==> config.mk <==
export PLATFORM = sky130hd
export DESIGN_NAME = fetch_unit
export DESIGN_NICKNAME = d
export VERILOG_FILES = /design/src/rtl/mips_pkg.sv /design/src/rtl/next_pc_mux.sv /design/src/rtl/fetch_unit.sv
export SDC_FILE = /design/constraint.sdc
export NUM_CORES = 1
export LEC_CHECK = 0
export CAP_MARGIN = 20
export CORE_UTILIZATION = 42
export DETAILED_ROUTE_END_ITERATION = 16
export GPL_TIMING_DRIVEN = 1
export PLACE_DENSITY = 0.81
export SYNTH_ARGS = -nofsm -noshare
export SYNTH_HDL_FRONTEND = slang
export SYNTH_HIERARCHICAL = 1
export SYNTH_SLANG_ARGS = --single-unit
==> constraint.sdc <==
create_clock -name clk -period 2.71 [get_ports clk]
set_input_delay 0.6775 -clock clk [delete_from_list [all_inputs] [get_ports clk]]
set_output_delay 0.6775 -clock clk [all_outputs]
set_load 0.01 [all_outputs]
==> src/rtl/mips_pkg.sv <==
// Shared fetch-stage definitions: fetch FSM state encoding and instruction step size.
// Latency: n/a (types and constants only).
// Backpressure: n/a.
package mips_pkg;

  typedef enum logic [1:0] {
    ST_BOOT  = 2'd0,
    ST_RUN   = 2'd1,
    ST_STALL = 2'd2,
    ST_HALT  = 2'd3
  } fetch_state_t;

  // Every instruction occupies one 32-bit word.
  localparam int unsigned INSTR_BYTES = 4;

endpackage

==> src/rtl/next_pc_mux.sv <==
// Next-PC selection: jr > j > branch > sequential (wrapping inside the fetch window).
// Latency: purely combinational. Backpressure: none; the caller decides whether to load.
// Optional FETCH_ALIGN_CHECK_EN reports misaligned redirect targets instead of silently masking them.
module next_pc_mux import mips_pkg::*; #(
  parameter int unsigned DATA_WIDTH   = 32,
  parameter int unsigned MEMORY_DEPTH = 32,
  parameter int unsigned RESET_VECTOR = 0
) (
  input  logic [DATA_WIDTH-1:0] pc,
  input  logic                  jump_reg,
  input  logic [DATA_WIDTH-1:0] jump_reg_addr,
  input  logic                  jump,
  input  logic [25:0]           jump_index,
  input  logic                  branch,
  input  logic [DATA_WIDTH-1:0] branch_target,
  output logic [DATA_WIDTH-1:0] pc_plus4,
  output logic [DATA_WIDTH-1:0] next_pc,
  output logic                  misaligned_fault
);

  localparam logic [DATA_WIDTH-1:0] FIRST_PC = DATA_WIDTH'(RESET_VECTOR);
  localparam logic [DATA_WIDTH-1:0] LAST_PC  =
    DATA_WIDTH'(RESET_VECTOR + INSTR_BYTES * (MEMORY_DEPTH - 1));
  localparam logic [DATA_WIDTH-1:0] WORD_MASK = ~DATA_WIDTH'(INSTR_BYTES - 1);

  logic                  redirect;
  logic [DATA_WIDTH-1:0] raw_target;
  logic [DATA_WIDTH-1:0] seq_pc;

  assign pc_plus4 = pc + DATA_WIDTH'(INSTR_BYTES);

  // Pick the highest-priority redirect target and the wrapped sequential address.
  always_comb begin
    redirect   = jump_reg | jump | branch;
    raw_target = branch_target;
    if (jump_reg) begin
      raw_target = jump_reg_addr;
    end else if (jump) begin
      raw_target = {pc_plus4[DATA_WIDTH-1:28], jump_index, 2'b00};
    end
    seq_pc  = (pc == LAST_PC) ? FIRST_PC : pc_plus4;
    // Low address bits are dropped so the PC can never leave word alignment.
    next_pc = redirect ? (raw_target & WORD_MASK) : seq_pc;
  end

`ifdef FETCH_ALIGN_CHECK_EN
  assign misaligned_fault = redirect && (raw_target[1:0] != 2'b00);
`else
  assign misaligned_fault = 1'b0;
`endif

endmodule

==> src/rtl/fetch_unit.sv <==
// Fetch unit: PC register, BOOT/RUN/STALL/HALT control FSM and valid-fetch counter.
// Latency: PC updates one clk after controls are sampled; PCPlus4_o is combinational.
// Backpressure: Stall_i freezes the PC; FETCH_ALIGN_CHECK_EN halts on a misaligned redirect.
module fetch_unit import mips_pkg::*; #(
  parameter int unsigned DATA_WIDTH   = 32,
  parameter int unsigned MEMORY_DEPTH = 32,
  parameter int unsigned RESET_VECTOR = 0
) (
  input  logic                  clk,
  input  logic                  reset,
  input  logic                  Stall_i,
  input  logic                  Halt_i,
  input  logic                  Branch_i,
  input  logic [DATA_WIDTH-1:0] BranchTarget_i,
  input  logic                  Jump_i,
  input  logic [25:0]           JumpIndex_i,
  input  logic                  JumpReg_i,
  input  logic [DATA_WIDTH-1:0] JumpRegAddr_i,
  output logic [DATA_WIDTH-1:0] Address_o,
  output logic [DATA_WIDTH-1:0] PCPlus4_o,
  output logic                  FetchValid_o,
  output logic                  Halted_o,
  output logic [31:0]           FetchCount_o,
  output logic                  Misaligned_o
);

  fetch_state_t          state, state_nxt;
  logic [DATA_WIDTH-1:0] pc, pc_nxt;
  logic [DATA_WIDTH-1:0] mux_next_pc;
  logic                  misaligned_fault;
  logic                  fault_set;
  logic [31:0]           fetch_count;
  logic                  misaligned_q;

  next_pc_mux #(
    .DATA_WIDTH   (DATA_WIDTH),
    .MEMORY_DEPTH (MEMORY_DEPTH),
    .RESET_VECTOR (RESET_VECTOR)
  ) u_next_pc_mux (
    .pc               (pc),
    .jump_reg         (JumpReg_i),
    .jump_reg_addr    (JumpRegAddr_i),
    .jump             (Jump_i),
    .jump_index       (JumpIndex_i),
    .branch           (Branch_i),
    .branch_target    (BranchTarget_i),
    .pc_plus4         (PCPlus4_o),
    .next_pc          (mux_next_pc),
    .misaligned_fault (misaligned_fault)
  );

  // State register, PC, fetch counter and sticky misalignment flag.
  always_ff @(posedge clk or posedge reset) begin
    if (reset) begin
      state        <= ST_BOOT;
      pc           <= DATA_WIDTH'(RESET_VECTOR);
      fetch_count  <= 32'd0;
      misaligned_q <= 1'b0;
    end else begin
      state <= state_nxt;
      pc    <= pc_nxt;
      if (state == ST_RUN) begin
        fetch_count <= fetch_count + 32'd1;
      end
      if (fault_set) begin
        misaligned_q <= 1'b1;
      end
    end
  end

  // Next state and next PC; controls only matter in RUN and STALL.
  always_comb begin
    state_nxt = state;
    pc_nxt    = pc;
    fault_set = 1'b0;
    case (state)
      ST_BOOT: state_nxt = ST_RUN;
      ST_RUN: begin
        if (Halt_i) begin
          state_nxt = ST_HALT;
        end else if (Stall_i) begin
          state_nxt = ST_STALL;
        end else if (misaligned_fault) begin
          // Keep the last good PC so the offending target never reaches memory.
          state_nxt = ST_HALT;
          fault_set = 1'b1;
        end else begin
          pc_nxt = mux_next_pc;
        end
      end
      ST_STALL: begin
        if (Halt_i) begin
          state_nxt = ST_HALT;
        end else if (!Stall_i) begin
          state_nxt = ST_RUN;
        end
      end
      ST_HALT: state_nxt = ST_HALT;
      default: state_nxt = ST_BOOT;
    endcase
  end

  assign Address_o    = pc;
  assign FetchValid_o = (state == ST_RUN);
  assign Halted_o     = (state == ST_HALT);
  assign FetchCount_o = fetch_count;
  assign Misaligned_o = misaligned_q;

endmodule

==> results of run 1 <==
==> layout by cell type (no fill, tap or decap), drive strengths merged, types with 2 or more instances in the layout <==
| master | instances |
|---|---|
| clkdlybuf4s50 | 167 |
| buf | 76 |
| dfrtp | 67 |
| nor2 | 41 |
| nand2 | 39 |
| xnor2 | 34 |
| mux2 | 33 |
| a22oi | 26 |
| xor2 | 26 |
| a221o | 25 |
| clkbuf | 18 |
| nand4 | 15 |
| inv | 15 |
| nor3 | 14 |
| nand3 | 12 |
| nor4 | 11 |
| and3 | 7 |
| and2 | 7 |
| and4 | 6 |
| or3 | 4 |
| a21oi | 4 |
| dlygate4sd2 | 4 |
| clkinv | 4 |
| o21ai | 3 |
| o221ai | 3 |
| or2 | 3 |
| nand3b | 2 |
| ha | 2 |
| nand2b | 2 |
==> area by class of cell <==
class	count	area, um^2	area share (%)
clock buffer	9	123.9	1.767
antenna	1	2.502	0.03569
clock inverter	7	52.55	0.7495
sequential	67	1677	23.91
timing repair buffer	258	2387	34.05
inverter	13	48.80	0.6959
tap	133	166.4	2.373
multi-input combinational	328	2554	36.42
==> cell usage after synthesis, types with 3 or more instances <==
| master | count | area (um^2) |
|---|---|---|
| dfrtp_1 | 67 | 1677 |
| buf_4 | 5 | 37.54 |
| or3_1 | 4 | 25.02 |
| and4_1 | 6 | 52.55 |
| and3_1 | 7 | 43.79 |
| and2_1 | 7 | 43.79 |
| nand4_1 | 14 | 87.58 |
| buf_2 | 4 | 20.02 |
| o221ai_1 | 3 | 26.28 |
| a21oi_1 | 4 | 20.02 |
| inv_1 | 13 | 48.80 |
| o21ai_0 | 3 | 15.01 |
| mux2_2 | 33 | 371.6 |
| nor4_1 | 8 | 50.05 |
| xnor2_1 | 34 | 297.8 |
| nand2_1 | 39 | 146.4 |
| nor3_1 | 12 | 60.06 |
| a221o_1 | 25 | 250.2 |
| nand3_1 | 12 | 60.06 |
| xor2_1 | 25 | 219.0 |
| a22oi_1 | 26 | 195.2 |
| clkbuf_1 | 15 | 56.30 |
| nor2_1 | 40 | 150.1 |
==> sequential cells by signal (all words and copies together) (netlist names) <==
name / count
Misaligned_o: 1
FetchCount_o: 32
state: 2
Address_o: 32
==> what timing repair did <==
action                                  CTS  global route
resized for setup                        69            32
endpoints found under the setup margin   26            23
pin swaps                                14            17
buffers inserted                         14            12
==> routing by layer <==
| metal | track usage [%] | wire (um) | vias to the layer above | share of wire [%] |
|---|---|---|---|---|
| met3 | 3.729 | 719 | 38 | 5.0 |
| met1 | 33.61 | 5825 | 2174 | 40 |
| met2 | 46.51 | 7340 | 140 | 51 |
| met4 | 13.65 | 558 | 0 | 3.9 |
| met5 | 0 | 0 | - | 0 |
| li1 | - | - | 2068 | - |
==> power by group through the flow <==
stage	Combinational, mW	Sequential [mW]	Clock (mW)
after floorplan	0.124	1.03	0
final	0.331	1.01	0.760
after detailed placement	0.328	1.03	0
after global routing	0.356	1.01	0.822
after global placement	0.320	1.03	0
after CTS	0.329	1.01	0.771
==> logic make-up (layout without fill, tap and decap cells) <==
logic type	Yosys count	after routing	share of synthesized area, %
compound gates	66	66	12.83
xor+xnor	60	60	12.48
fa+ha+maj	2	2	0.5857
buf+inv	40	287	4.423
flops	67	67	39.25
mux	33	33	8.700
other cells	1	2	0.08779
simple gates	166	166	21.65
==> how the worst max path moves through the flow <==
stage,startpoint,endpoint,cells after the start
2_1_floorplan,Address_o[2],PCPlus4_o[22],6
3_3_place_gp,Address_o[2],PCPlus4_o[22],6
3_5_place_dp,Address_o[2],PCPlus4_o[22],6
4_1_cts,Address_o[2],PCPlus4_o[25],9
5_1_grt,Address_o[8],PCPlus4_o[30],7
6_report,Address_o[8],PCPlus4_o[24],7
==> through the flow <==
step | cell area (um^2) | std cells | worst slack (ns) | util (%) | hold slack (ns)
detailed placement | 6573 | 774 | -0.1072 | 66.93 | 0.4560
global placement | 6573 | 774 | -0.02957 | 66.93 | 0.4645
floorplan | 4272 | 435 | 0.3438 | - | 0.5075
CTS | 6938 | 804 | -0.1224 | 70.65 | 0.4722
finish | 7012 | 816 | 0.003450 | 71.41 | 0.4705
global route | 7012 | 816 | -0.1020 | 71.41 | 0.4867
==> worst reg2reg max path: stages, from the launching register on <==
cell,delay [ns]
dfrtp_1,0.43
buf_4,0.17
nor4_1,0.32
nand4_1,0.24
o21a_1,0.26
buf_4,0.22
a221o_1,0.37
mux2_2,0.28
==> impl_metrics.env, run 1 <==
export IMPL_pwr_share_seq_pct=48.0
export IMPL_synth_edf_count=0
export IMPL_ys_seq_area_share_pct=39.25
export IMPL_ys_flop_type="dfrtp_1"
export IMPL_cts_buffers=9
export IMPL_drc=0
export IMPL_ys_ff_latch=67
export IMPL_async_flop_share_pct=100.0
export IMPL_synth_fp_nets=534
export IMPL_drive_gt1_share_pct=24.93
export IMPL_gp_congestion=0.8840
export IMPL_ys_types=45
export IMPL_fin_crit_sh_pct=99.87
export IMPL_dieHeight_um=102.9
export IMPL_path_max_fanout=4
export IMPL_cpMostUsedCell="buf_4"
export IMPL_syn_area_um2=4272
export IMPL_fp_dieW_um=102.9
export IMPL_vias=4420
export IMPL_p_leak_nw=3.320
export IMPL_fin_nets=776
export IMPL_place_port_buffers=191
export IMPL_row_count=36
export IMPL_worstPathRequired_ns=2.03
export IMPL_max_clock_freq_ghz=0.3695
export IMPL_p_per_area_nw_per_um2=299.2
export IMPL_power_internal_mw=1.539
export IMPL_initial_core_util_pct=43.50
export IMPL_critPathTopFamily="buffers and inverters"
export IMPL_area_delta_synth_final_pct=64.15
export IMPL_cts_sinks=67
export IMPL_root_buffer="clkbuf_8"
export IMPL_yosysWarnings=6
export IMPL_post_route_min_period_ns=2.707
export IMPL_grt_max_degree=68
export IMPL_endpoint_kind="output pin"
export IMPL_rsz0062_at_grt="yes"
export IMPL_cts_tree="built"
export IMPL_irDropWorstVdd_mv=0.2690
export IMPL_grt_overflow=0
export IMPL_max_cap_violations=0
export IMPL_syn_mean_instance_area_um2=9.820
export IMPL_setup_viol=0
export IMPL_combPwrFrac_pct=15.8
export IMPL_fillers=758
export IMPL_htreeDepth=3
export IMPL_path_clk_slew_ns=0.07
export IMPL_cts_hold_buffers=0
export IMPL_p_switching_uw=558.5
export IMPL_finalSetupTns_ns=0
export IMPL_insertion_delay_ns=0.35
export IMPL_fin_worst_skew_ns=0.01726
export IMPL_routedWlPerCell_um=17.70
export IMPL_status="completed"
export IMPL_grt_pass1_wl_mm=21.71
export IMPL_routed_wl_mm=14.44
export IMPL_worstHoldStart="Misaligned_o"
export IMPL_cp_slowest_cell="dfrtp_1"
export IMPL_cpPeakStageDelay_ns=0.36
export IMPL_crit_chain="and4_4 -> nand4_1 -> buf_4 -> buf_4 -> nor3_2 -> xor2_1 -> clkdlybuf4s15_1"
export IMPL_r2r_slack_ns=0.32
export IMPL_worst_r2r_cell_count=7
export IMPL_cts_buffer_depth=2
export IMPL_pin_count=196
export IMPL_reg2reg_to="Address_o[22]"
export IMPL_arrival_ns=2.03
export IMPL_first_pass_iters=5
export IMPL_hold_viol_final=0
export IMPL_critical_path_class="flip-flop to output pin"
export IMPL_core_um2=9819
export IMPL_clkPwrFrac_pct=36.2
export IMPL_holdPathStages=1
export IMPL_drtIter0Drc=239
export IMPL_maxSlewViolCount=0
export IMPL_power_mw=2.098
export IMPL_grt_use_total_pct=27.16
export IMPL_dieArea_um2=10580
export IMPL_rr_startpoint="Address_o[26]"
export IMPL_antenna_found_initial=1
export IMPL_hold_path_class="flip-flop to flip-flop"
export IMPL_crit_path_start_kind="flip-flop"
export IMPL_postSynthCellCount=435
export IMPL_drt_vias_per_instance=5.417
export IMPL_hpwl_mm=10.53
export IMPL_critPathBufInv=3
export IMPL_drtAntennaViolNets=0
export IMPL_min_to="Misaligned_o"
export IMPL_grt_pass1_vias=4311
export IMPL_swShare_pct=26.62
Note: power is estimated with default switching activity, not from simulation.
==> run 2: changes to the inputs <==
--- a/config.mk
+++ b/config.mk
@@ -9,7 +9,9 @@
 export CORE_UTILIZATION = 42
 export DETAILED_ROUTE_END_ITERATION = 16
 export GPL_TIMING_DRIVEN = 1
+export MAX_ROUTING_LAYER = met4
 export PLACE_DENSITY = 0.81
+export SKIP_CTS_REPAIR_TIMING = 1
 export SYNTH_ARGS = -nofsm -noshare
 export SYNTH_HDL_FRONTEND = slang
 export SYNTH_HIERARCHICAL = 1
==> run 2 against run 1 <==
The run now ends with setup timing left. Clock power about the same. Register-to-register slack about the same. Sequential share of layout area increased by 0.056 points. Global-route usage about the same. Setup slack got worse by 0.18 ns. Critical endpoint is now PCPlus4_o[29]. Largest cell class unchanged.
==> impl_metrics.env, run 2 (synthesis gave the netlist of run 1 again) <==
export IMPL_crit_path_start_kind="flip-flop"
export IMPL_critPathTopFamily="buffers and inverters"
export IMPL_crit_chain="buf_4 -> and2_4 -> nand4_4 -> nor3_2 -> xnor2_2 -> inv_1 -> clkdlybuf4s50_1"
export IMPL_status="finished with violations"
export IMPL_pin_count=196
export IMPL_pre_cts_slack_ns=-0.1072
export IMPL_first_pass_iters=4
export IMPL_path_clk_slew_ns=0.07
export IMPL_htreeDepth=3
export IMPL_grt_use_total_pct=27.14
export IMPL_fin_nets=760
export IMPL_cpPeakStageDelay_ns=0.52
export IMPL_initial_core_util_pct=43.50
export IMPL_maxSlewViolCount=0
export IMPL_hpwl_mm=10.53
export IMPL_fp_dieW_um=102.9
export IMPL_worstPathRequired_ns=2.03
export IMPL_cts_buffer_depth=2
export IMPL_cts_buffers=9
export IMPL_row_count=36
export IMPL_max_clock_freq_ghz=0.3470
export IMPL_fillers=761
export IMPL_p_leak_nw=3.495
export IMPL_grt_pass1_wl_mm=21.11
export IMPL_setup_viol=5
export IMPL_placed_cells=774
export IMPL_endpoint_kind="output pin"
export IMPL_antenna_found_initial=1
export IMPL_critPathBufInv=3
export IMPL_power_mw=2.095
export IMPL_rsz0062_at_grt="yes"
export IMPL_hold_viol_final=0
export IMPL_irDropWorstVdd_mv=0.2709
export IMPL_root_buffer="clkbuf_8"
export IMPL_core_um2=9819
export IMPL_area_delta_synth_final_pct=63.77
export IMPL_grt_max_degree=68
export IMPL_worst_slack_ns=-0.1721
export IMPL_routedWlPerCell_um=17.60
export IMPL_post_route_min_period_ns=2.882
export IMPL_place_port_buffers=191
export IMPL_critical_path_class="flip-flop to output pin"
export IMPL_final_cell_mix="clkdlybuf4s50_1, dfrtp_1, buf_4, nor2_1, nand2_1"
export IMPL_finalSetupTns_ns=-0.5394
export IMPL_fin_crit_sh_pct=106.4
export IMPL_drtIter0Drc=167
export IMPL_cts_sinks=67
export IMPL_cts_tree="built"
export IMPL_final_cells=800
export IMPL_fin_worst_skew_ns=0.01600
export IMPL_arrival_ns=2.20
export IMPL_vias=4310
export IMPL_drt_vias_per_instance=5.388
export IMPL_routed_wl_mm=14.08
export IMPL_r2r_slack_ns=0.31
export IMPL_path_max_fanout=8
export IMPL_cp_slowest_cell="clkdlybuf4s50_1"
export IMPL_drtAntennaViolNets=0
export IMPL_p_per_area_nw_per_um2=299.5
export IMPL_dieHeight_um=102.9
export IMPL_grt_overflow=0
export IMPL_drc=0
export IMPL_layout_commonest_cell="clkdlybuf4s50_1"
export IMPL_register_area_um2=1677
export IMPL_multi_input_area_um2=2537
export IMPL_gp_congestion=0.8987
export IMPL_hold_path_class="flip-flop to flip-flop"
export IMPL_drive_gt1_share_pct=21.47
export IMPL_dieArea_um2=10580
export IMPL_violations="setup timing"
export IMPL_insertion_delay_ns=0.35
export IMPL_max_cap_violations=0
export IMPL_grt_pass1_vias=4219
-- run 2: changes by cell type in the layout (fill, tap and decap cells not counted), sizes merged --
cell,change
buf,-20
dlymetal6s2s,+19
clkbuf,-9
dlygate4sd2,-4
clkdlybuf4s15,-1
clkdlybuf4s50,-1
-- run 2: routing by layer --
layer  routed length (um)  part of all wire, %  track usage, %  vias up
met5                    0                    0               -        -
met4                  527                  3.7           13.11        0
met3                  781                  5.5           3.458       36
met2                 7071                   50           45.08      152
met1                 5702                   40           32.69     2085
li1                     -                    -               -     2037
-- run 2: area by class of cell --
cell class	instances	share of cell area [%]
Tap cell	133	2.379
Timing Repair Buffer	242	34.13
Antenna cell	1	0.03577
Clock buffer	9	1.771
Sequential cell	67	23.97
Inverter	13	0.6975
Clock inverter	7	0.7512
Multi-Input combinational cell	328	36.27
-- run 2: worst register-to-register path, cell delays in order, from the launching register on --
cell and delay [ns]:
dfrtp_1 0.44, buf_4 0.17, nor4_1 0.32, nand4_1 0.24
o21a_1 0.25, buf_4 0.22, a221o_1 0.37, mux2_2 0.28
-- run 2: worst paths after layout --
kind	from	endpoint	depth (start not counted)
setup / recovery	Address_o[2]	PCPlus4_o[29]	7
hold / removal	Misaligned_o	Misaligned_o	1
setup reg to reg	Address_o[26]	Address_o[22]	7
hold reg to reg	Misaligned_o	Misaligned_o	1
max in group asynchronous	reset	Address_o[2]	3
min in group asynchronous	reset	FetchCount_o[19]	3
-- run 2: per-stage QoR --
step,utilization [%],hold slack (ns),instance area (um^2)
after floorplan,-,0.5075,4272
after global routing,71.24,0.4867,6995
after global placement,66.93,0.4645,6573
after detailed placement,66.93,0.4560,6573
final,71.24,0.4705,6995
after CTS,68.73,0.4722,6749
-- run 2: where the power goes --
part | switching [mW] | internal (mW)
combinational | 0.131 | 0.199
clock | 0.421 | 0.338
sequential | 0.00394 | 1.00
total | 0.556 | 1.54
==> run 3: changes to the inputs <==
--- a/config.mk
+++ b/config.mk
@@ -16,3 +16,4 @@
 export SYNTH_HDL_FRONTEND = slang
 export SYNTH_HIERARCHICAL = 1
 export SYNTH_SLANG_ARGS = --single-unit
+export TNS_END_PERCENT = 30
==> run 3 against run 2 <==
The flow still finishes with violations (setup timing). Routed wire length fell by 1.2%. Setup slack got worse by 0.086 ns. Core utilization fell by 0.76 points. Clock skew hardly changed. Critical endpoint is now PCPlus4_o[24]. Largest power group unchanged.
==> impl_metrics.env, run 3 (synthesis gave the netlist of run 1 again) <==
export IMPL_setup_viol=6
export IMPL_area_delta_synth_final_pct=62.01
export IMPL_p_per_area_nw_per_um2=302.4
export IMPL_placed_area_um2=6573
export IMPL_path_clk_slew_ns=0.07
export IMPL_worst_r2r_cell_count=7
export IMPL_endpoint="PCPlus4_o[24]"
export IMPL_final_cell_mix="clkdlybuf4s50_1, dfrtp_1, buf_4, nor2_1, nand2_1"
export IMPL_irDropWorstVdd_mv=0.2537
export IMPL_rsz0062_at_grt="yes"
export IMPL_path_max_fanout=5
export IMPL_root_buffer="clkbuf_8"
export IMPL_drtAntennaViolNets=0
export IMPL_dieHeight_um=102.9
export IMPL_drc=0
export IMPL_pin_count=196
export IMPL_max_clock_freq_ghz=0.3369
export IMPL_routed_wl_mm=13.91
export IMPL_initial_core_util_pct=43.50
export IMPL_r2r_slack_ns=0.32
export IMPL_cts_sinks=67
export IMPL_power_mw=2.093
export IMPL_post_route_min_period_ns=2.968
export IMPL_critPathLaunch="Address_o[8]"
export IMPL_drt_vias_per_instance=5.391
export IMPL_fin_crit_sh_pct=109.5
export IMPL_status="finished with violations"
export IMPL_htreeDepth=3
export IMPL_cts_tree="built"
export IMPL_violations="setup timing"
export IMPL_routedWlPerCell_um=17.48
export IMPL_grt_max_degree=68
export IMPL_placed_cells=774
export IMPL_antenna_found_initial=1
export IMPL_critical_path_class="flip-flop to output pin"
export IMPL_max_cap_violations=0
export IMPL_drive_gt1_share_pct=20.09
export IMPL_worst_slack_ns=-0.2579
export IMPL_hpwl_mm=10.53
export IMPL_worstPathRequired_ns=2.03
export IMPL_maxSlewViolCount=0
export IMPL_final_area_um2=6920
export IMPL_first_pass_iters=4
export IMPL_p_leak_nw=3.399
export IMPL_endpoint_kind="output pin"
export IMPL_cts_buffer_depth=2
export IMPL_rr_startpoint="Address_o[26]"
export IMPL_cts_buffers=9
export IMPL_hold_path_class="flip-flop to flip-flop"
export IMPL_hold_viol_final=0
export IMPL_vias=4291
export IMPL_row_count=36
export IMPL_reg2reg_to="Address_o[22]"
export IMPL_whs_ns=0.4705
export IMPL_core_um2=9819
export IMPL_insertion_delay_ns=0.34
export IMPL_fin_worst_skew_ns=0.01559
export IMPL_dieArea_um2=10580
export IMPL_grt_overflow=0
export IMPL_final_cells=796
export IMPL_fin_nets=756
export IMPL_pre_cts_slack_ns=-0.1072
export IMPL_crit_path_start_kind="flip-flop"
export IMPL_fp_dieW_um=102.9
export IMPL_grt_pass1_vias=4219
export IMPL_place_port_buffers=191
export IMPL_arrival_ns=2.29
export IMPL_drtIter0Drc=178
export IMPL_layout_commonest_cell="clkdlybuf4s50_1"
export IMPL_grt_use_total_pct=27.14
export IMPL_gp_congestion=0.8987
export IMPL_grt_pass1_wl_mm=21.11
-- run 3: report_power, final --
| part | switching [mW] | internal [mW] |
|---|---|---|
| Combinational | 0.131 | 0.199 |
| Sequential | 0.00386 | 1.00 |
| Clock | 0.418 | 0.338 |
-- run 3: how the worst min path moves through the flow --
stage | startpoint | to | slack (ns) | cells past startpoint
detailed placement | Misaligned_o | Misaligned_o | 0.46 | 1
CTS | Misaligned_o | Misaligned_o | 0.47 | 1
global route | Misaligned_o | Misaligned_o | 0.49 | 1
global placement | Misaligned_o | Misaligned_o | 0.46 | 1
floorplan | FetchCount_o[31] | FetchCount_o[31] | 0.51 | 1
finish | Misaligned_o | Misaligned_o | 0.47 | 1
-- run 3: through the flow --
stage / setup TNS [ns] / utilization [%]
after global routing: -1.976 / 70.48
final: -1.321 / 70.48
after CTS: -7.731 / 68.73
after global placement: -0.05430 / 66.93
after floorplan: 0 / -
after detailed placement: -0.2907 / 66.93
-- run 3: critical path: stages, from the launching register on --
cell and delay (ns):
dfrtp_1 0.36, and4_4 0.28, nand4_1 0.23, nor3_1 0.29
xor2_1 0.23, clkdlybuf4s50_1 0.57
-- run 3: cell type report --
class,count,area [um^2]
tap,133,166.4
timing repair buffer,238,2349
inverter,13,48.80
multi-input combinational,328,2501
clock buffer,9,123.9
sequential,67,1677
fill,776,2899
antenna,1,2.502
clock inverter,7,52.55
-- run 3: per-layer routing --
metal	global-route usage, %	routed length (um)
met5	-	0
met4	13.11	486
met3	3.458	748
met2	45.08	6974
met1	32.69	5703
